## src/rtl/mdio_slave_rx.sv

```systemverilog
// MDIO management-frame slave: decodes Clause 22 frames (Clause 45 when
// MDIO_C45_EN is defined) on mdio_in, filters on PHY_ADDR, and produces
// register strobes or serial read data.
// Ports: MDC clock, rst sync active-low; mdio_in/mdio_out/mdio_oe serial
// line; rd_data in; rd_stb, wr_stb, addr, dev_addr, wr_data, mdio_done,
// frame_err out.
module mdio_slave_rx #(
  parameter logic [4:0] PHY_ADDR = 5'd1,
  parameter int         PRE_BITS = 32
) (
  input  logic        MDC,
  input  logic        rst,
  input  logic        mdio_in,
  output logic        mdio_out,
  output logic        mdio_oe,
  input  logic [15:0] rd_data,
  output logic        rd_stb,
  output logic        wr_stb,
  output logic [15:0] addr,
  output logic [4:0]  dev_addr,
  output logic [15:0] wr_data,
  output logic        mdio_done,
  output logic        frame_err
);

  typedef enum logic [3:0] {
    S_PRE, S_ST, S_OP, S_PHY, S_REG,
    S_TA, S_WDAT, S_RDAT, S_SKIP
  } state_t;

  localparam logic [5:0] PRE_MAX = 6'(PRE_BITS);

  state_t      state_q, state_d;
  logic [5:0]  cnt_q, cnt_d, cnt_inc;
  logic [15:0] sh_q, sh_d, word;
  logic [1:0]  bits2;
  logic [4:0]  bits5;
  logic        match_q, match_d;
  logic        is_rd_q, is_rd_d;
  logic        out_q, out_d;
  logic        oe_q, oe_d;
  logic        rd_stb_q, rd_stb_d;
  logic        wr_stb_q, wr_stb_d;
  logic        done_q, done_d;
  logic        err_q, err_d;
  logic [15:0] wr_data_q, wr_data_d;
`ifdef MDIO_C45_EN
  logic        c45_q, c45_d;
  logic        is_addr_q, is_addr_d;
  logic        is_inc_q, is_inc_d;
  logic [15:0] areg_q, areg_d;
  logic [15:0] addr_q, addr_d;
  logic [4:0]  dev_q, dev_d;
  assign addr     = addr_q;
  assign dev_addr = dev_q;
`else
  logic [4:0]  addr_q, addr_d;
  assign addr     = {11'd0, addr_q};
  assign dev_addr = 5'd0;
`endif

  assign mdio_out  = out_q;
  assign mdio_oe   = oe_q;
  assign rd_stb    = rd_stb_q;
  assign wr_stb    = wr_stb_q;
  assign wr_data   = wr_data_q;
  assign mdio_done = done_q;
  assign frame_err = err_q;

  always_comb begin
    state_d   = state_q;
    cnt_d     = cnt_q;
    sh_d      = sh_q;
    match_d   = match_q;
    is_rd_d   = is_rd_q;
    out_d     = out_q;
    oe_d      = oe_q;
    addr_d    = addr_q;
    wr_data_d = wr_data_q;
    rd_stb_d  = 1'b0;
    wr_stb_d  = 1'b0;
    done_d    = 1'b0;
    err_d     = 1'b0;
`ifdef MDIO_C45_EN
    c45_d     = c45_q;
    is_addr_d = is_addr_q;
    is_inc_d  = is_inc_q;
    areg_d    = areg_q;
    dev_d     = dev_q;
`endif
    cnt_inc = cnt_q + 6'd1;
    bits2   = {sh_q[0], mdio_in};
    bits5   = {sh_q[3:0], mdio_in};
    word    = {sh_q[14:0], mdio_in};

    unique case (state_q)
      S_PRE: begin
        if (mdio_in) begin
          cnt_d = (cnt_q == PRE_MAX) ? cnt_q : cnt_inc;
        end else if (cnt_q == PRE_MAX) begin
          // this 0 is the first start bit
          cnt_d   = '0;
          state_d = S_ST;
        end else begin
          cnt_d = '0;
        end
      end
      S_ST: begin
        cnt_d = '0;
        if (mdio_in) begin
          state_d = S_OP;
`ifdef MDIO_C45_EN
          c45_d = 1'b0;
`endif
        end else begin
`ifdef MDIO_C45_EN
          c45_d   = 1'b1;
          state_d = S_OP;
`else
          err_d   = 1'b1;
          state_d = S_PRE;
`endif
        end
      end
      S_OP: begin
        sh_d  = word;
        cnt_d = cnt_inc;
        if (cnt_q == 6'd1) begin
          cnt_d   = '0;
          state_d = S_PHY;
`ifdef MDIO_C45_EN
          is_addr_d = 1'b0;
          is_inc_d  = 1'b0;
          if (c45_q) begin
            is_rd_d   = bits2[1];
            is_addr_d = (bits2 == 2'b00);
            is_inc_d  = (bits2 == 2'b10);
          end else
`endif
          if (bits2[1] ^ bits2[0]) begin
            is_rd_d = bits2[1];
          end else begin
            err_d   = 1'b1;
            state_d = S_PRE;
          end
        end
      end
      S_PHY: begin
        sh_d  = word;
        cnt_d = cnt_inc;
        if (cnt_q == 6'd4) begin
          cnt_d   = '0;
          match_d = (bits5 == PHY_ADDR);
          state_d = S_REG;
        end
      end
      S_REG: begin
        sh_d  = word;
        cnt_d = cnt_inc;
        if (cnt_q == 6'd4) begin
          cnt_d = '0;
          if (match_q) begin
            state_d  = S_TA;
            rd_stb_d = is_rd_q;
`ifdef MDIO_C45_EN
            if (c45_q) begin
              addr_d = areg_q;
              dev_d  = bits5;
            end else begin
              addr_d = {11'd0, bits5};
              dev_d  = 5'd0;
            end
`else
            addr_d = bits5;
`endif
          end else begin
            state_d = S_SKIP;
          end
        end
      end
      S_TA: begin
        cnt_d = cnt_inc;
        if (is_rd_q) begin
          if (cnt_q == 6'd0) begin
            sh_d  = rd_data;
            out_d = 1'b0;
            oe_d  = 1'b1;
          end else begin
            out_d   = sh_q[15];
            sh_d    = {sh_q[14:0], 1'b0};
            cnt_d   = '0;
            state_d = S_RDAT;
          end
        end else if (mdio_in != (cnt_q == 6'd0)) begin
          // master must drive 1 then 0
          err_d   = 1'b1;
          cnt_d   = '0;
          state_d = S_PRE;
        end else if (cnt_q != 6'd0) begin
          cnt_d   = '0;
          state_d = S_WDAT;
        end
      end
      S_RDAT: begin
        cnt_d = cnt_inc;
        if (cnt_q == 6'd15) begin
          out_d   = 1'b0;
          oe_d    = 1'b0;
          done_d  = 1'b1;
          cnt_d   = '0;
          state_d = S_PRE;
`ifdef MDIO_C45_EN
          if (is_inc_q) areg_d = areg_q + 16'd1;
`endif
        end else begin
          out_d = sh_q[15];
          sh_d  = {sh_q[14:0], 1'b0};
        end
      end
      S_WDAT: begin
        sh_d  = word;
        cnt_d = cnt_inc;
        if (cnt_q == 6'd15) begin
          done_d  = 1'b1;
          cnt_d   = '0;
          state_d = S_PRE;
`ifdef MDIO_C45_EN
          if (is_addr_q) begin
            areg_d = word;
          end else
`endif
          begin
            wr_data_d = word;
            wr_stb_d  = 1'b1;
          end
        end
      end
      S_SKIP: begin
        cnt_d = cnt_inc;
        if (cnt_q == 6'd17) begin
          cnt_d   = '0;
          state_d = S_PRE;
        end
      end
      default: begin
        cnt_d   = '0;
        state_d = S_PRE;
      end
    endcase
  end

  always_ff @(posedge MDC) begin
    if (!rst) begin
      state_q   <= S_PRE;
      cnt_q     <= '0;
      sh_q      <= '0;
      match_q   <= 1'b0;
      is_rd_q   <= 1'b0;
      out_q     <= 1'b0;
      oe_q      <= 1'b0;
      rd_stb_q  <= 1'b0;
      wr_stb_q  <= 1'b0;
      done_q    <= 1'b0;
      err_q     <= 1'b0;
      addr_q    <= '0;
      wr_data_q <= '0;
`ifdef MDIO_C45_EN
      c45_q     <= 1'b0;
      is_addr_q <= 1'b0;
      is_inc_q  <= 1'b0;
      areg_q    <= '0;
      dev_q     <= '0;
`endif
    end else begin
      state_q   <= state_d;
      cnt_q     <= cnt_d;
      sh_q      <= sh_d;
      match_q   <= match_d;
      is_rd_q   <= is_rd_d;
      out_q     <= out_d;
      oe_q      <= oe_d;
      rd_stb_q  <= rd_stb_d;
      wr_stb_q  <= wr_stb_d;
      done_q    <= done_d;
      err_q     <= err_d;
      addr_q    <= addr_d;
      wr_data_q <= wr_data_d;
`ifdef MDIO_C45_EN
      c45_q     <= c45_d;
      is_addr_q <= is_addr_d;
      is_inc_q  <= is_inc_d;
      areg_q    <= areg_d;
      dev_q     <= dev_d;
`endif
    end
  end

endmodule
```

## config.mk

```make
export PLATFORM = sky130hd
export DESIGN_NAME = mdio_slave_rx
export DESIGN_NICKNAME = d
export VERILOG_FILES = /design/src/rtl/mdio_slave_rx.sv
export SDC_FILE = /design/constraint.sdc
export NUM_CORES = 1
export LEC_CHECK = 0
export BUFFER_PORTS_ARGS = -buffer_cell sky130_fd_sc_hd__buf_2
export CORE_UTILIZATION = 45
export CTS_BUF_LIST = sky130_fd_sc_hd__clkbuf_4 sky130_fd_sc_hd__clkbuf_8
export DETAILED_ROUTE_END_ITERATION = 8
export HOLD_SLACK_MARGIN = 0.1
export PLACE_DENSITY = 0.69
export SYNTH_ARGS = -nofsm -noshare
export SYNTH_HDL_FRONTEND = slang
export SYNTH_SLANG_ARGS = --single-unit
```

## constraint.sdc

```tcl
create_clock -name MDC -period 4.5 [get_ports MDC]
set_input_delay 0.9 -clock MDC [delete_from_list [all_inputs] [get_ports MDC]]
set_output_delay 0.9 -clock MDC [all_outputs]
set_load 0.01 [all_outputs]
```

# Yosys cells after proc, flatten, opt, wreduce, memory -nomap -nowiden
# Cells that the tools add are included.
# classes
n_addsub	1
n_mul	0
div	0
order_cmp	0
n_eq_ne	29
n_shift	0
mux	45
bitwise_logic	1
n_reduce_logical	19
# ops
cell	n
2-to-1 mux 6 bit	10
2-to-1 mux 16 bit	3
2-to-1 mux 4 bit	12
one-hot mux 16 bit (3 select lines)	1
one-hot mux 6 bit (6 select lines)	1
one-hot mux 4 bit (8 select lines)	1
!= test 2 bit (second input constant)	10
equality test 4 x 3 -> 1 bit (second input constant)	4
2-to-1 mux 1 bit	12
AND reduction 2 bit	5
AND reduction 3 bit	3
AND reduction 9 bit	1
equality test 4 x 2 -> 1 bit (second input constant)	2
AND reduction 4 bit	2
adder 6 x 1 -> 6 bit (second input constant)	1
equality test 6 x 1 -> 1 bit (second input constant)	1
equality test 6 x 3 -> 1 bit (second input constant)	1
equality test 6 x 4 -> 1 bit (second input constant)	1
equality test 6 x 5 -> 1 bit (second input constant)	1
equality test 6 bit (second input constant)	1
logical NOT 6 bit	1
!= test 3 bit (second input constant)	2
nonzero test 6 bit	1
equality test 5 x 1 -> 1 bit (second input constant)	1
other kinds (14)	17
# word_totals
reg_bits	55
latchBits	0
mem_bits_rw	0
mem_bits_ro	0
in_bits	19
out_inout_bits	43
word_cells	108
n_memories	0

# Longest topological paths before layout
# depth
depth_word	5
mapped_depth	8
depth_no_buf	7

# Worst setup path before layout
# Ideal clock, no wire load.
# synth_timing
kind	input -> register
start	in mdio_in
end	reg state_q[1]
setup_time_ps	92
arrival_time_ps	1849
required_time_ps	4408
path_slack_ps	2559
cell_stages	6
path_buffers	0
path_cell_list	ha_1 -> nor3b_1 -> a31oi_1 -> nor3_1 -> a21oi_1 -> o32ai_1
# synth_via
elab_chain_cells	4
elab_cells_between_ends	11
cone_classes	3 x eq/ne; 6 x mux; 1 x bitwise; 1 x reduce/logical
# synth_lines
item	line_no	rtl
start, declared	13	input logic mdio_in,
!= test 1 bit / XOR 1 bit (equally long branches)	194, 140	
2-to-1 mux 4 bit / 2-to-1 mux 2 bit (equally long branches)	194, 140	
2-to-1 mux 4 bit (on tied branches)	183, 128	
one-hot mux 4 bit (8 select lines)	96	unique case (state_q)
end signal, assigned	275	state_q <= state_d;
end, declared	33	state_t state_q, state_d;
# Parallel ways exist; a longest one is shown, timed or not. The select of a mux whose other input is x is not followed.
# A chain may end at the register's enable or synchronous reset.

# Worst setup path in the final report
# layout_timing
start	reg cnt_q[0]
end	reg wr_data_q[6] (netlist: wr_data[6])
# layout_via
elab_chain_cells	2
# layout_lines
item	line_no	rtl
start, declared	34	logic [5:0] cnt_q, cnt_d, cnt_inc;
start signal, assigned	276	cnt_q <= cnt_d;
equality test 6 x 4 -> 1 bit	223	if (cnt_q == 6'd15) begin
AND reduction 2 bit (no source line)	-	
end signal, assigned	287	wr_data_q <= wr_data_d;
end, declared	46	logic [15:0] wr_data_q, wr_data_d;
# Every way passes these cells.

==> summary.txt <==
Global route
  • First-pass GRT wire length: 9450 microns
  • Overflow after GRT: 0
  • Initial antenna violation count: 0
  • Largest net degree at the start of global routing: 43
  • Vias in the first global route: 2015
  • GRT Total Usage: a little under a fifth

STA
  • Max Fclk: 429 MHz
  • Pins Over Slew Limit: 0
  • Fin. Hold Viols: 0
  • RSZ-0062 raised after global routing: no
  • Rel. slew slack: 23.3%
  • Min cycle time layout: 2.33 ns
  • Setup violators final: 0
  • TNS Setup: 0 ns
  • Actual slew at the worst max-slew pin: 1.14 ns
  • Final Skew: 0.0128 ns
  • Final period util: 51.8%

Logic synthesis
  • FF+latch count, synth: 55
  • Sequential fraction of the synthesis area: 39.6%
  • Main synth FF type: dfxtp_1
  • Async set or reset register ratio after synthesis: 0%
  • Number of cells produced by synthesis: ~310
  • Yosys warns: 0
  • Synthesized area per cell: 9.03 sq um
  • EDFF count, synth: 0
  • Yosys cell types: 54
  • Cell Area, Synth: 0.00278 sq mm

Routing
  • Routed Antenna Nets: 0
  • WL/cell: roughly 14 microns
  • Drt first pass iters: 4
  • Via count: 2252
  • 1st-iter DRT viols: around 140
  • Vias/cell: 5.36
  • Remaining DRCs: 0
  • Post-Route WL: 5680 microns

Clock tree
  • Clk sinks: 55
  • CTS tree: done
  • Root Buffer: clkbuf_8
  • Clock Latency Late Sink: 0.31 ns
  • Clock buffer depth: 2
  • H-tree depth: 2
  • Hold Buf Count CTS: 0
  • CTS resizes: 0
  • Number of setup buffers added after CTS: 0
  • Clock-pin slew on the worst setup and hold paths: 0.10 ns
  • CTS Buf Count: 5

Finish
  • Layout cell share with drive strength beyond 1: between 20% and 30%
  • Sequential Area: 0.00110 sq mm
  • Most frequent cells in the layout: dfxtp_1 (55), nor2_1 (51), buf_2 (45), mux2i_1 (40), conb_1 (16)
  • Commonest non-fill, non-tap cell in the layout: dfxtp_1
  • Area Overhead vs Synth: 10.4%
  • Final design utilization: 51.6%
  • Footprint of the multi-input gates: 0.00152 sq mm
  • Post-route cell area: 0.00307 sq mm
  • N_diodes: 0
  • Fin nets: 367
  • FILL cells: between 500 and 600

Worst setup path
  • CP arrival: 2.51 ns
  • Worst setup EP type: flop
  • CP Launch Type: flop
  • CP Class: reg -> reg
  • Max FO, Critical Path: 16
  • Worst reg-to-reg path cell count: 6
  • Critical path required time: 4.68 ns

Floorplan
  • IO Count: between 60 and 70
  • Initial Util: around 47%
  • Floorplan die height: 80.6 microns
  • Site Rows: 28
  • Die extent in x: 80.6 microns
  • Core area: 0.00596 sq mm
  • Die area: approximately 0.0065 sq mm

Hold path
  • Min-Delay Path Class: reg -> reg
  • Hold path depth: 2

Pwr
  • Maximum vdd drop: 0.000135 V
  • Pleak: 1.39 nW
  • Pwr dens: 269 mW/mm^2

Placed design
  • Post-DP Area: 0.00298 sq mm
  • Dpl hpwl: 4080 microns
  • GP Congestion: 0.814
  • Port-buffer cells: 45

Outcome
  • Status: complete, no violations

Flow run
  • Total of max-cap violations: 0
[final timing paths]
kind	startpoint	to	slack [ns]
min reg2reg	mdio_oe	mdio_oe	0.48
max	cnt_q[0]	wr_data[6]	2.17
max reg2reg	cnt_q[0]	wr_data[6]	2.17
min	mdio_oe	mdio_oe	0.48
[per-stage QoR]
step	total power [W]	cells	hold WS (ns)	setup WS (ns)
2_1_floorplan	0.000554	323	0.454	2.56
4_1_cts	0.000841	420	0.485	2.12
3_5_place_dp	0.000559	412	0.461	1.77
5_1_grt	0.000863	420	0.523	1.98
6_report	0.000828	420	0.479	2.17
3_3_place_gp	0.000559	412	0.461	1.87
[layer usage]
layer	vias to the layer above	track usage (%)	routed length (microns)
li1	1126	-	-
met1	1048	26.2	2710
met2	72	29.2	2600
met3	6	2.73	311
met4	0	5.18	61
met5	-	0	0
[cell usage after synthesis, types with 2 or more instances]
master | number | share of area, %
and3_1 | 2 | 0.45
nor4b_1 | 2 | 0.63
mux2i_1 | 40 | 14
o211a_1 | 2 | 0.72
dfxtp_1 | 55 | 40
nand2_2 | 2 | 0.45
or3_1 | 2 | 0.45
nor3b_1 | 2 | 0.54
nor2b_1 | 5 | 1.1
a21oi_1 | 7 | 1.3
buf_2 | 6 | 1.1
o21ai_1 | 4 | 0.72
clkbuf_1 | 9 | 1.2
xnor2_1 | 2 | 0.63
xor2_1 | 2 | 0.63
nor2_1 | 51 | 6.9
nand2b_1 | 3 | 0.67
buf_4 | 17 | 4.6
o21ai_0 | 4 | 0.72
a31oi_1 | 2 | 0.45
or3b_4 | 2 | 0.81
nand3_1 | 10 | 1.8
o32ai_1 | 2 | 0.63
inv_1 | 8 | 1.1
ha_1 | 4 | 1.8
a211oi_1 | 15 | 4.0
nand2_1 | 15 | 2.0
nor3_1 | 7 | 1.3
[critical path, cell delays in order (launching register included)]
cell	delay (ns)
dfxtp_1	0.43
ha_1	0.22
nand3_1	0.16
nor3_2	0.41
nand3_2	0.58
mux2i_1	0.33
nor2_1	0.06
[sequential cells by signal (all words and copies together), names as in the netlist, 4 cells and up]
| register | count |
|---|---|
| addr_q | 5 |
| sh_q | 16 |
| state_q | 4 |
| wr_data | 16 |
| cnt_q | 6 |
[cell families (layout without fill, tap and decap cells)]
family	after synthesis	in the layout	synth area share, %
AND/OR/NAND/NOR	113	113	20.6
flip-flops	55	55	39.6
AO/OA/AOI/OAI	50	50	14.2
buffers and inverters	41	63	8.09
multiplexers	40	40	14.4
adder cells (fa/ha/maj)	4	4	1.80
XOR/XNOR	4	4	1.26
other	1	16	0.135
[power by group]
group / switching [W] / internal, W
sequential: 0.00000122 / 0.000487
combinational: 0.0000368 / 0.0000227
clock: 0.000167 / 0.000113
[area by class of cell]
class / count / share of cell area (%)
flip-flops and latches: 55 / 35.8
multi-input cells: 227 / 49.5
well taps: 75 / 3.05
inverters: 9 / 1.10
repair buffers: 46 / 7.57
clock inverters: 3 / 0.733
clock buffers: 5 / 2.24
(Power assumes the default switching activity.)
